==> config.mk <==
export PLATFORM = sky130hd
export DESIGN_NAME = arp_req_sched
export DESIGN_NICKNAME = d
export VERILOG_FILES = /design/src/rtl/arp_req_sched.sv
export SDC_FILE = /design/constraint.sdc
export NUM_CORES = 1
export LEC_CHECK = 0
export BUFFER_PORTS_ARGS = -buffer_cell sky130_fd_sc_hd__buf_2
export CORE_UTILIZATION = 48
export DETAILED_ROUTE_END_ITERATION = 6
export HOLD_SLACK_MARGIN = 0.12
export PLACE_DENSITY_LB_ADDON = 0.08
export SETUP_SLACK_MARGIN = 0.2
export SYNTH_ARGS = -nofsm -noshare
export SYNTH_HDL_FRONTEND = slang
export SYNTH_SLANG_ARGS = --single-unit
==> constraint.sdc <==
create_clock -name i_clk -period 3 [get_ports i_clk]
set_clock_uncertainty 0.2 [all_clocks]
set_input_delay 0.6 -clock i_clk [delete_from_list [all_inputs] [get_ports i_clk]]
set_output_delay 0.6 -clock i_clk [all_outputs]
set_load 0.05 [all_outputs]
==> src/rtl/arp_req_sched.sv <==
// ARP transmit scheduler: arbitrates peer-reply and local-lookup triggers into the
// ARP packetiser and runs the per-lookup timeout/retry sequence.
module arp_req_sched #(
    parameter logic [15:0] P_TIMEOUT_CYC = 16'd50000,
    parameter int          P_MAX_RETRY   = 3,
    parameter int          P_MIN_GAP     = 8
) (
    input  logic        i_clk,
    input  logic        i_rst_n,
    input  logic [31:0] i_lookup_ip,
    input  logic        i_lookup_valid,
    output logic        o_lookup_busy,
    input  logic        i_rx_req_valid,
    input  logic        i_rx_rsp_valid,
    input  logic [31:0] i_rx_rsp_ip,
    input  logic [47:0] i_rx_rsp_mac,
    output logic        o_arp_reply,
    output logic        o_arp_active,
    output logic [31:0] o_arp_active_dst_ip,
    input  logic        i_tx_ready,
    input  logic        i_tx_valid,
    input  logic        i_tx_last,
    output logic [47:0] o_resolved_mac,
    output logic [31:0] o_resolved_ip,
    output logic        o_resolved_valid,
    output logic        o_lookup_fail
);

    typedef enum logic [1:0] {TX_IDLE, TX_BUSY, TX_GAP} tx_state_t;
    typedef enum logic [1:0] {L_IDLE, L_ISSUE, L_WAIT_TX, L_WAIT_RSP} lk_state_t;

    localparam logic [3:0] MAX_RETRY = 4'(P_MAX_RETRY);
    localparam logic [7:0] GAP_LAST  = 8'(P_MIN_GAP - 1);

    tx_state_t   tx_state, tx_next;
    lk_state_t   lk_state, lk_next;
    logic        reply_pend;
    logic        cur_is_req;
    logic [7:0]  gap_cnt;
    logic [15:0] timer;
    logic [3:0]  retry_cnt;

    logic        beat_last;
    logic        rsp_match;
    logic        req_pend;
    logic        tx_done;
    logic        issue_reply;
    logic        issue_req;
    logic        success;
    logic        fail;
    logic        retry;

    assign beat_last = i_tx_valid & i_tx_ready & i_tx_last;
    assign rsp_match = i_rx_rsp_valid && (i_rx_rsp_ip == o_arp_active_dst_ip);
    // A reply that resolves the lookup while still in L_ISSUE withdraws the request.
    assign req_pend  = (lk_state == L_ISSUE) && !rsp_match;
    assign tx_done   = (tx_state == TX_BUSY) && cur_is_req && beat_last;

    always_comb begin
        tx_next     = tx_state;
        issue_reply = 1'b0;
        issue_req   = 1'b0;
        case (tx_state)
            TX_IDLE: begin
                if (i_tx_ready) begin
                    if (reply_pend) begin
                        issue_reply = 1'b1;
                        tx_next     = TX_BUSY;
                    end else if (req_pend) begin
                        issue_req = 1'b1;
                        tx_next   = TX_BUSY;
                    end
                end
            end
            TX_BUSY: if (beat_last) tx_next = TX_GAP;
            TX_GAP:  if (gap_cnt == GAP_LAST) tx_next = TX_IDLE;
            default: tx_next = TX_IDLE;
        endcase
    end

    always_ff @(posedge i_clk) begin
        if (!i_rst_n) begin
            tx_state     <= TX_IDLE;
            gap_cnt      <= 8'd0;
            cur_is_req   <= 1'b0;
            reply_pend   <= 1'b0;
            o_arp_reply  <= 1'b0;
            o_arp_active <= 1'b0;
        end else begin
            tx_state     <= tx_next;
            o_arp_reply  <= issue_reply;
            o_arp_active <= issue_req;
            if (issue_reply || issue_req)
                cur_is_req <= issue_req;
            gap_cnt <= (tx_state == TX_GAP) ? gap_cnt + 8'd1 : 8'd0;
            // A new peer request arriving on the issue edge must not be lost.
            if (i_rx_req_valid)
                reply_pend <= 1'b1;
            else if (issue_reply)
                reply_pend <= 1'b0;
        end
    end

    always_comb begin
        lk_next       = lk_state;
        o_lookup_busy = (lk_state != L_IDLE);
        success       = 1'b0;
        fail          = 1'b0;
        retry         = 1'b0;
        case (lk_state)
            L_IDLE: if (i_lookup_valid) lk_next = L_ISSUE;
            L_ISSUE: begin
                if (rsp_match) begin
                    success = 1'b1;
                    lk_next = L_IDLE;
                end else if (issue_req) begin
                    lk_next = L_WAIT_TX;
                end
            end
            L_WAIT_TX: begin
                if (rsp_match) begin
                    success = 1'b1;
                    lk_next = L_IDLE;
                end else if (tx_done) begin
                    lk_next = L_WAIT_RSP;
                end
            end
            L_WAIT_RSP: begin
                if (rsp_match) begin
                    success = 1'b1;
                    lk_next = L_IDLE;
                end else if (timer == 16'd0) begin
                    if (retry_cnt >= MAX_RETRY) begin
                        fail    = 1'b1;
                        lk_next = L_IDLE;
                    end else begin
                        retry   = 1'b1;
                        lk_next = L_ISSUE;
                    end
                end
            end
            default: lk_next = L_IDLE;
        endcase
    end

    always_ff @(posedge i_clk) begin
        if (!i_rst_n) begin
            lk_state            <= L_IDLE;
            timer               <= 16'd0;
            retry_cnt           <= 4'd0;
            o_arp_active_dst_ip <= 32'd0;
            o_resolved_mac      <= 48'd0;
            o_resolved_ip       <= 32'd0;
            o_resolved_valid    <= 1'b0;
            o_lookup_fail       <= 1'b0;
        end else begin
            lk_state         <= lk_next;
            o_resolved_valid <= success;
            o_lookup_fail    <= fail;
            if (lk_state == L_IDLE && i_lookup_valid) begin
                o_arp_active_dst_ip <= i_lookup_ip;
                retry_cnt           <= 4'd0;
            end else if (retry) begin
                retry_cnt <= retry_cnt + 4'd1;
            end
            if (success) begin
                o_resolved_mac <= i_rx_rsp_mac;
                o_resolved_ip  <= o_arp_active_dst_ip;
            end
            if (lk_state == L_WAIT_TX && tx_done)
                timer <= P_TIMEOUT_CYC;
            else if (lk_state == L_WAIT_RSP && timer != 16'd0)
                timer <= timer - 16'd1;
        end
    end

endmodule

==> results of run 1 <==
==> registers in the layout, summed over array words and instances, names as in the netlist, 2 cells and up <==
| signal | flops |
|---|---|
| o_resolved_mac | 48 |
| o_arp_active_dst_ip | 32 |
| o_resolved_ip | 32 |
| timer | 16 |
| gap_cnt | 8 |
| retry_cnt | 4 |
| lk_state | 2 |
| tx_state | 2 |
==> area by class of cell <==
| class | count | area share [%] |
|---|---|---|
| Clock buffer | 24 | 6.21 |
| Clock inverter | 8 | 2.12 |
| Inverter | 7 | 0.348 |
| Multi-Input combinational cell | 443 | 34.9 |
| Sequential cell | 150 | 37.9 |
| Tap cell | 168 | 2.66 |
| Timing Repair Buffer | 242 | 15.8 |
==> logic make-up after synthesis <==
| kind of cell | count (synthesis) | share of synthesized area [%] |
|---|---|---|
| simple gates | 249 | 18.5 |
| mux | 81 | 13.6 |
| buf+inv | 39 | 3.14 |
| flops | 150 | 50.5 |
| xor+xnor | 52 | 7.66 |
| compound gates | 58 | 5.91 |
| fa+ha+maj | 3 | 0.631 |
==> synth_stat cells, drive strengths merged, types with 2 or more instances <==
master	count
nand2	78
xnor2	41
clkbuf	24
dfxtp	150
buf	8
or3	3
nor2	117
o21ai	3
nor4	4
xor2	11
a21oi	44
and3	6
nand4b	2
mux2i	81
nand4	9
nand3b	3
inv	7
a211oi	3
ha	3
or4	2
nor3b	3
nor3	9
a31oi	3
nand3	9
==> power groups by stage <==
stage,clock [W],sequential (W),combinational (W)
2_1_floorplan,0,0.00242,0.000406
3_3_place_gp,0,0.00223,0.000850
3_5_place_dp,0,0.00224,0.000863
4_1_cts,0.00239,0.00219,0.000866
5_1_grt,0.00248,0.00221,0.000925
6_report,0.00235,0.00219,0.000858
==> worst reg2reg max path: cells and delay by family (launching register included) <==
family | cells | cell delay (ns)
DFF | 1 | 0.33
and+or+nand+nor | 4 | 1.23
AOI/OAI and AO/OA | 1 | 0.35
muxes | 1 | 0.23
==> per-layer routing <==
layer / GRT usage, % / up-vias / share of wire [%]
li1: - / 2573 / -
met2: 42.8 / 211 / 48
met3: 7.61 / 26 / 7.4
met5: 0 / - / 0
met4: 10.5 / 0 / 1.9
met1: 27.8 / 2367 / 42
==> final timing paths <==
| check | cells after the start | slack [ns] | end | from |
|---|---|---|---|---|
| worst max-delay path | 6 | 0.57 | retry_cnt[1] | timer[8] |
| worst min register to register | 1 | 0.24 | gap_cnt[0] | gap_cnt[0] |
| worst min-delay path | 3 | 0.21 | reply_pend | i_rx_req_valid |
| worst max register to register | 6 | 0.57 | retry_cnt[1] | timer[8] |
==> stage by stage <==
| stage | instances | total power (W) | worst slack, ns | util (%) |
|---|---|---|---|---|
| after floorplan | 632 | 0.00283 | 0.603 | - |
| after global placement | 1010 | 0.00308 | 0.182 | 60.1 |
| after detailed placement | 1010 | 0.00310 | 0.0899 | 60.1 |
| after CTS | 1042 | 0.00544 | 0.425 | 65.6 |
| after global routing | 1042 | 0.00561 | 0.386 | 65.6 |
| final | 1042 | 0.00541 | 0.566 | 65.6 |
==> timing repair <==
item                       in CTS  in global routing
setup endpoints to repair       0                  2
buffers inserted                0                  0
resized for setup               0                  1
hold buffers                    0                  0
==> parameters.txt, run 1 <==
Parameter                              Value

Power
  Leakage power summed over all cells    4.12 nW
  Internal Power    0.00392 W
  Fraction of power consumed by combinational cells    15.9%
  Switching part of the total power    27.6%
  Power share of the sequential group    40.6%
  Worst supply voltage drop on vdd    0.410 mV
  Total power per unit cell area    683 nW/µm²
  Clk pwr share    43.6%
  Net switching power    0.00149 W

Yosys
  Area share of the largest cell type after synthesis    50.5%
  FFs w/ async S/R, synth    0%
  Gate count of the mapped netlist    632
  Cell types occupying the most area after synthesis    sky130_fd_sc_hd__dfxtp_1 51%, sky130_fd_sc_hd__mux2i_1 14%, sky130_fd_sc_hd__nor2_1 7.4%, sky130_fd_sc_hd__xnor2_1 6.0%, sky130_fd_sc_hd__nand2_1 4.9%
  Yosys reg bits    150
  Post-Synthesis Cell Area    5950 µm²
  Sequential-to-total area share from yosys stat    50.5%
  Count of unique library cells instantiated by Yosys    40
  EDFF count, synth    0
  Cell accounting for the most synthesized area    sky130_fd_sc_hd__dfxtp_1
  Syn Nets    755
  Top_reg_cell synth    sky130_fd_sc_hd__dfxtp_1
  Yosys synthesis warning count    0
  Post-synthesis average cell area    9.41 µm²

Clocking
  Clock tree sinks    150
  H-Tree Level Count    4
  CTS max path bufs    2
  Total clock buffers created by CTS    17
  Worst skew pair latency    0.42 ns
  Clock Tree Root    sky130_fd_sc_hd__clkbuf_16
  Worst-path clk slew    0.06 ns
  TritonCTS clock tree    done

Global routing
  Global routing usage summed across all routing layers    24.6%
  Remaining global-route overflow    0
  Largest net degree at the start of global routing    84
  Initial antenna violation count    0
  Via count of the first global-routing pass    5027
  Global-route wire length before repair    24400 µm

Setup path
  Data required time at the worst endpoint    3.11 ns
  Critical path class    reg -> reg
  Crit-path leading delay family    simple AND/OR/NAND/NOR gates
  Critical path buffers and inverters    0
  Highest net fanout along the worst path    5
  Cells along the critical path    or3_1 -> nor4_4 -> nand3_1 -> a31oi_1 -> mux2i_1 -> nor2_1
  Cell at the slowest stage of the critical path    sky130_fd_sc_hd__or3_1
  Kind of launch point of the worst setup path    register
  Arr. time, crit path    2.54 ns
  Endpoint kind of the worst setup timing path    register
  Largest stage delay, worst path    0.49 ns

Timing
  Transition time of the tightest slew-check pin    0.468 ns
  Setup total negative slack    0 ns
  Maximum clock rate    411 MHz
  Final hold violation count    0
  RSZ-0062 raised after global routing    false
  Headroom to the max-slew limit    68.6%
  Clock period minus final worst setup slack    2.43 ns
  Final Cycle Share    81.1%
  Final-layout worst hold slack    0.210 ns
  Number of setup violations in the final report    0
  Number of max-slew violations in the final report    0

Cells and area
  Area grow syn2layout    33.1%
  Commonest non-fill, non-tap cell in the layout    sky130_fd_sc_hd__buf_2
  Fraction of layout instances using a drive strength above 1    32.4%
  Number of nets in the layout    984
  Seq. cell area    3000 µm²
  Ant. Diodes    0
  Commonest cells after routing, fill and taps aside    236 x sky130_fd_sc_hd__buf_2, 150 x sky130_fd_sc_hd__dfxtp_1, 116 x sky130_fd_sc_hd__nor2_1
  Fillcell total    1015
  Area of all placed cells without fillers    7920 µm²
  Area taken by multi-input logic gates    2770 µm²

Routing
  Post-detailed-route count of antenna-violating nets    0
  Via density per instance    4.97
  1st-iter DRT viols    309
  Number of vias in the routed layout    5177
  Routed length per placed instance    14.9 µm
  First-pass iteration count of the detailed router    4
  Drt drc    0
  Routed WL    15600 µm

Worst hold path
  Worst Hold Class    in -> reg

Job
  Number of maximum-capacitance constraint violations    0

Floorplan
  Core area    12100 µm²
  Total die area    12800 µm²
  Starting density of the core    49.3%
  Total I/O pin count    237
  Floorplan die width    113 µm
  Number of placement rows    40
  Die H    113 µm

Placed design
  Number of port buffers    236
  Global placement routability congestion    0.830
  Placed standard-cell area    7250 µm²
  Detailed placer's ending HPWL    11200 µm

Run status
  Outcome    finished clean
(Power assumes the default switching activity.)
==> run 2, diff against run 1 <==
--- a/config.mk
+++ b/config.mk
@@ -5,8 +5,9 @@
 export SDC_FILE = /design/constraint.sdc
 export NUM_CORES = 1
 export LEC_CHECK = 0
+export ABC_AREA = 1
 export BUFFER_PORTS_ARGS = -buffer_cell sky130_fd_sc_hd__buf_2
-export CORE_UTILIZATION = 48
+export CORE_UTILIZATION = 50
 export DETAILED_ROUTE_END_ITERATION = 6
 export HOLD_SLACK_MARGIN = 0.12
 export PLACE_DENSITY_LB_ADDON = 0.08
==> constraint.sdc (replaced) <==
create_clock -name i_clk -period 2.4 [get_ports i_clk]
set_clock_uncertainty 0.2 [all_clocks]
set_input_delay 0.48 -clock i_clk [delete_from_list [all_inputs] [get_ports i_clk]]
set_output_delay 0.48 -clock i_clk [all_outputs]
set_load 0.05 [all_outputs]
==> parameters.txt, run 2 <==
Parameter                              Value

Yosys
  Yosys synthesis warning count    0 (unchanged)
  Cell accounting for the most synthesized area    sky130_fd_sc_hd__dfxtp_1
  Area share of the largest cell type after synthesis    44.9% (-5.6 points)
  Top_reg_cell synth    sky130_fd_sc_hd__dfxtp_1
  Count of unique library cells instantiated by Yosys    34 (-15%)
  Multiplexer area fraction after synthesis    0% (-14 points)
  Yosys reg bits    150 (unchanged)
  Syn Nets    1056 (+40%)
  XOR/XNOR share of the synthesized area    1.83% (-5.8 points)
  Post-Synthesis Cell Area    6690 µm² (+12%)
  FFs w/ async S/R, synth    0% (unchanged)
  Commonest cells in the netlist    177 x sky130_fd_sc_hd__inv_1, 150 x sky130_fd_sc_hd__dfxtp_1, 133 x sky130_fd_sc_hd__nand2_1
  Gate count of the mapped netlist    933 (+48%)
  Combinational family with the most area after synthesis    compound AO/OA/AOI/OAI gates
  Complex-gate fraction of the synthesized area    21.0% (+15 points)
  Synthesized-area fraction occupied by adder cells    0.561% (-0.070 points)
  Cell types occupying the most area after synthesis    sky130_fd_sc_hd__dfxtp_1 45%, sky130_fd_sc_hd__inv_1 9.9%, sky130_fd_sc_hd__o21ai_0 7.9%, sky130_fd_sc_hd__a21oi_1 7.8%, sky130_fd_sc_hd__nand2_1 7.5%
  Most common cell in the netlist    sky130_fd_sc_hd__inv_1
  Post-synthesis average cell area    7.17 µm² (-24%)
  EDFF count, synth    0 (unchanged)
  Sequential-to-total area share from yosys stat    44.9% (-5.6 points)
  Simple-gate share of the synthesized area    17.8% (-0.69 points)

Cells and area
  Largest reg by FF count    o_resolved_mac
  Area grow syn2layout    32.6%
  Top flop regs    o_resolved_mac x48, o_arp_active_dst_ip x32, o_resolved_ip x32
  Fraction of layout instances using a drive strength above 1    30.2% (-2.1 points)
  Flip-flop count of the largest register after layout    48 (unchanged)
  Final cell count without fillers    1368 (+31%)
  Commonest non-fill, non-tap cell in the layout    sky130_fd_sc_hd__buf_2
  Number of nets in the layout    1304 (+33%)
  Commonest cells after routing, fill and taps aside    235 x sky130_fd_sc_hd__buf_2, 176 x sky130_fd_sc_hd__inv_1, 128 x sky130_fd_sc_hd__nand2_1, 128 x sky130_fd_sc_hd__dfxtp_1, 104 x sky130_fd_sc_hd__a21oi_1

Routing
  Via density per instance    4.85 (-2.3%)
  Post-detailed-route count of antenna-violating nets    0 (unchanged)
  Drt drc    0 (unchanged)
  1st-iter DRT viols    429 (+39%)
  First-pass iteration count of the detailed router    5 (+1)
  Routed length per placed instance    13.1 µm (-13%)
  Routed WL    17900 µm (+15%)
  Number of vias in the routed layout    6640 (+28%)

Timing
  Final-layout worst hold slack    0.121 ns (-0.0888 ns)
  Final hold violation count    0 (unchanged)
  Post-route setup slack    0.296 ns (-0.270 ns)
  Transition time of the tightest slew-check pin    0.343 ns (-0.124 ns)
  Number of setup violations in the final report    0 (unchanged)
  Headroom to the max-slew limit    77.0% (+8.4 points)
  RSZ-0062 raised after global routing    true
  Number of max-slew violations in the final report    0 (unchanged)
  Setup total negative slack    0 ns (unchanged)
  Clock period minus final worst setup slack    2.10 ns
  Maximum clock rate    475 MHz
  Final Cycle Share    87.7%

Setup path
  Crit-path leading delay family    buffers and inverters
  Endpoint kind of the worst setup timing path    output pin
  Highest net fanout along the worst path    5 (unchanged)
  Largest stage delay, worst path    0.40 ns (-0.09 ns)
  Critical path class    reg -> out
  Critical path buffers and inverters    2 (+2)
  Cell at the slowest stage of the critical path    sky130_fd_sc_hd__dfxtp_1
  RR Startpoint    timer[0]
  Arr. time, crit path    1.42 ns (-1.12 ns)
  Kind of launch point of the worst setup path    register
  Startpoint of the worst setup timing path    lk_state[1]
  Data required time at the worst endpoint    1.72 ns (-1.39 ns)
  Cells along the critical path    nor2_1 -> inv_1 -> buf_2

Clocking
  Worst skew pair latency    0.42 ns (about the same)
  Total clock buffers created by CTS    17 (unchanged)
  TritonCTS clock tree    done
  Clock Tree Root    sky130_fd_sc_hd__clkbuf_16
  Clock tree sinks    150 (unchanged)
  H-Tree Level Count    4 (unchanged)
  CTS max path bufs    2 (unchanged)
  Worst-path clk slew    0.06 ns (about the same)

Global routing
  Via count of the first global-routing pass    6128 (+22%)
  Largest net degree at the start of global routing    86 (+2.4%)
  Remaining global-route overflow    0 (unchanged)
  Global-route wire length before repair    29100 µm (+19%)
  Global routing usage summed across all routing layers    26.3% (+1.7 points)
  Initial antenna violation count    3 (+3)

Floorplan
  Floorplan die width    118 µm (+3.8%)
  Total die area    13800 µm² (+7.8%)
  Total I/O pin count    237 (unchanged)
  Die H    118 µm (+3.8%)
  Core area    12800 µm² (+6.3%)
  Starting density of the core    52.1% (+2.8 points)
  Number of placement rows    41 (+2.5%)

Placed design
  Global placement routability congestion    0.835 (+0.67%)
  Detailed placer's ending HPWL    13100 µm (+17%)
  Pre-CTS setup slack    0.0990 ns (+0.00912 ns)
  Number of port buffers    236 (unchanged)
  Placed cells    1316 (+30%)

Power
  Internal Power    0.00485 W (+24%)
  Switching part of the total power    34.2% (+6.6 points)
  Total power per unit cell area    832 nW/µm² (+22%)
  Clk pwr share    36.1% (-7.5 points)
  Net switching power    0.00252 W (+69%)
  Leakage power summed over all cells    4.23 nW (+2.8%)
  Power share of the sequential group    39.1% (-1.5 points)
  Fraction of power consumed by combinational cells    24.9% (+9.0 points)
  Worst supply voltage drop on vdd    0.503 mV (+23%)
  Overall power of the completed layout    0.00737 W (+36%)

Run status
  Outcome    finished clean

Worst hold path
  Worst Hold Class    in -> reg
  Startpoint of the worst hold path    i_rx_rsp_mac[24]

Job
  Number of maximum-capacitance constraint violations    0 (unchanged)
run 2: changes by cell type in the layout (fill, tap and decap cells not counted), sizes merged, moves of 12 or more:
cell,change
nand2,+58
o21ai,+125
xnor2,-31
a21oi,+80
nand3,+23
buf,+12
mux2i,-81
inv,+180
dlygate4sd3,+12
nor2,-32
run 2: power groups by stage:
stage | registers [W] | clock network [W] | logic [W]
4_1_cts | 0.00288 | 0.00270 | 0.00181
3_3_place_gp | 0.00293 | 0 | 0.00177
2_1_floorplan | 0.00337 | 0 | 0.000785
6_report | 0.00288 | 0.00266 | 0.00183
5_1_grt | 0.00290 | 0.00281 | 0.00201
3_5_place_dp | 0.00293 | 0 | 0.00179
run 2: final cells by class:
class | count | area (µm²)
Antenna cell | 2 | 5.00
Clock inverter | 13 | 156
Tap cell | 172 | 215
Multi-Input combinational cell | 558 | 2830
Clock buffer | 19 | 433
Timing Repair Buffer | 266 | 1490
Sequential cell | 150 | 3030
Inverter | 188 | 709
Fill cell | 1164 | 3960
run 2: what timing repair did:
action                                  CTS  global route
endpoints found under the setup margin    2            65
resized for setup                         2            29
hold buffers                             12             0
setup buffers                             0             6
pin swaps                                 0             5
hold endpoints to repair                 12             0
run 2: logic make-up after synthesis:
logic type / Yosys count
AOI/OAI and AO/OA: 260
xor gates and xnor gates: 14
adders and majority gates: 3
buffers and inverters: 225
DFF: 150
and+or+nand+nor: 281
run 2: through the flow:
| step | util, % | cell area, µm² |
|---|---|---|
| 2_1_floorplan | - | 6710 |
| 3_3_place_gp | 62.6 | 8030 |
| 3_5_place_dp | 62.6 | 8030 |
| 4_1_cts | 68.2 | 8750 |
| 5_1_grt | 69.1 | 8860 |
| 6_report | 69.1 | 8860 |
run 2: worst register-to-register path, stage by stage, from the launching register on:
cell and delay, ns:
sky130_fd_sc_hd__dfxtp_1 0.32, sky130_fd_sc_hd__inv_1 0.07, sky130_fd_sc_hd__ha_2 0.21, sky130_fd_sc_hd__nand3_4 0.09, sky130_fd_sc_hd__inv_1 0.06, sky130_fd_sc_hd__nand4_1 0.14, sky130_fd_sc_hd__nand2_4 0.11, sky130_fd_sc_hd__nor2_4 0.15
sky130_fd_sc_hd__nand2_2 0.09, sky130_fd_sc_hd__nor2_4 0.15, sky130_fd_sc_hd__inv_1 0.07, sky130_fd_sc_hd__a21oi_1 0.11, sky130_fd_sc_hd__o21ai_1 0.07, sky130_fd_sc_hd__nand2_1 0.06, sky130_fd_sc_hd__inv_1 0.04
run 2: path summary, 6_finish.rpt:
check	to	slack, ns	cells past startpoint
hold / removal	o_resolved_mac[24]	0.12	3
hold reg to reg	retry_cnt[3]	0.23	2
setup reg to reg	timer[9]	0.35	14
setup / recovery	o_lookup_busy	0.30	3
run 2: layer usage:
layer  vias up  routed length (µm)  GRT usage (%)
met2       220                8260           42.7
met5         -                  13              0
met3        32                1170           6.69
met1      2931                8000           33.2
li1       3455                   -              -
met4         2                 410           10.6
==> run 3, diff against run 2 <==
--- a/config.mk
+++ b/config.mk
@@ -7,7 +7,9 @@
 export LEC_CHECK = 0
 export ABC_AREA = 1
 export BUFFER_PORTS_ARGS = -buffer_cell sky130_fd_sc_hd__buf_2
-export CORE_UTILIZATION = 50
+export CELL_PAD_IN_SITES_DETAIL_PLACEMENT = 2
+export CELL_PAD_IN_SITES_GLOBAL_PLACEMENT = 2
+export CORE_UTILIZATION = 26
 export DETAILED_ROUTE_END_ITERATION = 6
 export HOLD_SLACK_MARGIN = 0.12
 export PLACE_DENSITY_LB_ADDON = 0.08
==> parameters.txt, run 3 (synthesis gave the netlist of run 2 again) <==
Parameter                              Value

Run status
  Outcome    finished clean

Global routing
  Global routing usage summed across all routing layers    18.9% (-7.4 points)
  Largest net degree at the start of global routing    104 (+21%)
  Global-route wire length before repair    38600 µm (+33%)
  Via count of the first global-routing pass    7357 (+20%)
  Initial antenna violation count    6 (+3)
  Remaining global-route overflow    0 (unchanged)

Setup path
  Kind of launch point of the worst setup path    register
  Critical path class    reg -> reg
  Highest net fanout along the worst path    8 (+3)
  Destination of the worst register-to-register timing path    o_resolved_ip[21]
  Cells on worst reg2reg path    11 (-3)
  Arr. time, crit path    2.25 ns (+0.83 ns)
  Endpoint kind of the worst setup timing path    register
  End point of the critical path    o_resolved_ip[21]
  RR Startpoint    o_arp_active_dst_ip[8]
  Data required time at the worst endpoint    2.51 ns (+0.79 ns)
  Flop2flop setup slack    0.27 ns (-0.08 ns)
  Startpoint of the worst setup timing path    o_arp_active_dst_ip[8]

Routing
  Post-detailed-route count of antenna-violating nets    0 (unchanged)
  1st-iter DRT viols    242 (-44%)
  Via density per instance    4.51 (-7.1%)
  Drt drc    0 (unchanged)
  Routed WL    26400 µm (+48%)
  First-pass iteration count of the detailed router    4 (-1)
  Number of vias in the routed layout    7099 (+6.9%)
  Routed length per placed instance    16.8 µm (+28%)

Timing
  Maximum clock rate    469 MHz (-1.4%)
  Clock period minus final worst setup slack    2.13 ns (+0.0293 ns)
  Final hold violation count    0 (unchanged)
  Transition time of the tightest slew-check pin    0.526 ns (+0.183 ns)
  RSZ-0062 raised after global routing    true
  Number of max-slew violations in the final report    0 (unchanged)
  Final Cycle Share    88.9% (+1.2 points)
  Number of setup violations in the final report    0 (unchanged)
  Headroom to the max-slew limit    64.9% (-12 points)

Clocking
  Worst-path clk slew    0.07 ns (about the same)
  Clock tree sinks    150 (unchanged)
  Clock Tree Root    sky130_fd_sc_hd__clkbuf_16
  Total clock buffers created by CTS    17 (unchanged)
  CTS max path bufs    2 (unchanged)
  TritonCTS clock tree    done
  Worst skew pair latency    0.43 ns (about the same)
  H-Tree Level Count    4 (unchanged)

Floorplan
  Core area    25200 µm² (+96%)
  Starting density of the core    26.6% (-26 points)
  Die H    162 µm (+38%)
  Total die area    26400 µm² (+90%)
  Floorplan die width    162 µm (+38%)
  Total I/O pin count    237 (unchanged)
  Number of placement rows    58 (+41%)

Placed design
  Global placement routability congestion    0.738 (-12%)
  Detailed placer's ending HPWL    18300 µm (+40%)
  Placed standard-cell area    8400 µm² (+4.6%)
  Number of port buffers    236 (unchanged)

Job
  Number of maximum-capacitance constraint violations    0 (unchanged)

Cells and area
  Commonest non-fill, non-tap cell in the layout    sky130_fd_sc_hd__buf_2
  Largest reg by FF count    o_resolved_mac
  Area grow syn2layout    47.4%
  Top flop regs    o_resolved_mac x48, o_arp_active_dst_ip x32, o_resolved_ip x32
  Number of nets in the layout    1350 (+3.5%)
  Area of all placed cells without fillers    9850 µm² (+11%)
  Fraction of layout instances using a drive strength above 1    34.0% (+3.8 points)
  Commonest cells after routing, fill and taps aside    234 x sky130_fd_sc_hd__buf_2, 175 x sky130_fd_sc_hd__inv_1, 127 x sky130_fd_sc_hd__dfxtp_1
  Flip-flop count of the largest register after layout    48 (unchanged)
  Finished Core Util    39.1% (-30 points)

Worst hold path
  Hold path depth    3 (unchanged)
  Worst Hold Class    in -> reg

Power
  Leakage power summed over all cells    4.61 nW (+8.9%)
  Worst supply voltage drop on vdd    0.436 mV (-13%)
  Total power per unit cell area    795 nW/µm² (-4.4%)
## run 3: cell count changes in the layout (fill, tap and decap cells not counted), sizes merged, moves of 3 or more
cell and change:
nand2 +3, clkbuf +10, diode +3, buf +20, dlygate4sd3 +13, clkinvlp -4
## run 3: timing repair
action	CTS	global route
endpoints found under the setup margin	85	90
resized for setup	3	86
endpoints found under the hold margin	24	1
gates cloned	0	13
hold buffers	24	1
buffers inserted	0	8
pin swaps	0	12
## run 3: metrics by stage
stage / setup slack, ns / setup TNS [ns] / instances / hold WS (ns) / total power, W
floorplan: 0.200 / 0 / 933 / 0.208 / 0.00416
global placement: -0.0656 / -3.42 / 1492 / 0.225 / 0.00485
detailed placement: -0.121 / -6.53 / 1492 / 0.230 / 0.00487
CTS: 0.203 / 0 / 1548 / 0.120 / 0.00781
global route: 0.134 / 0 / 1570 / 0.121 / 0.00827
finish: 0.267 / 0 / 1575 / 0.113 / 0.00783
## run 3: worst min path at each step
stage / to / start / slack, ns
floorplan: retry_cnt[2] / retry_cnt[2] / 0.21
global placement: retry_cnt[3] / retry_cnt[3] / 0.22
detailed placement: retry_cnt[3] / retry_cnt[3] / 0.23
CTS: o_arp_active_dst_ip[13] / i_lookup_ip[13] / 0.12
global route: o_resolved_mac[36] / i_rx_rsp_mac[36] / 0.12
finish: o_resolved_mac[17] / i_rx_rsp_mac[17] / 0.11
## run 3: layer usage
layer | wire [µm] | part of all wire (%) | vias to the layer above | track usage, %
met1 | 11500 | 43 | 3381 | 22.0
li1 | - | - | 3564 | -
met4 | 324 | 1.2 | 4 | 5.06
met2 | 13400 | 51 | 129 | 33.8
met3 | 1200 | 4.5 | 21 | 5.47
met5 | 30 | 0.11 | - | 0
## run 3: critical path, stage by stage (launching register included)
cell	delay, ns
sky130_fd_sc_hd__dfxtp_2	0.35
sky130_fd_sc_hd__xnor2_2	0.23
sky130_fd_sc_hd__nand2_1	0.09
sky130_fd_sc_hd__nor2_1	0.09
sky130_fd_sc_hd__nand2_1	0.09
sky130_fd_sc_hd__nor2_2	0.15
sky130_fd_sc_hd__nand3_4	0.14
sky130_fd_sc_hd__clkinv_8	0.12
sky130_fd_sc_hd__nand2_8	0.10
sky130_fd_sc_hd__clkbuf_16	0.19
sky130_fd_sc_hd__o21ai_0	0.18
sky130_fd_sc_hd__a21oi_1	0.06
## run 3: power breakdown
| part | switching, W | internal (W) | total [W] |
|---|---|---|---|
| Sequential | 0.000225 | 0.00269 | 0.00292 |
| Combinational | 0.00143 | 0.000642 | 0.00207 |
| Clock | 0.00117 | 0.00168 | 0.00284 |
## run 3: layout make-up
class | instances | area [µm²]
fillers | 2978 | 15300
well taps | 330 | 413
diodes | 5 | 12.5
repair buffers | 309 | 2070
multi-input cells | 561 | 2980
clock buffers | 19 | 443
inverters | 188 | 721
flip-flops and latches | 150 | 3050
clock inverters | 13 | 171
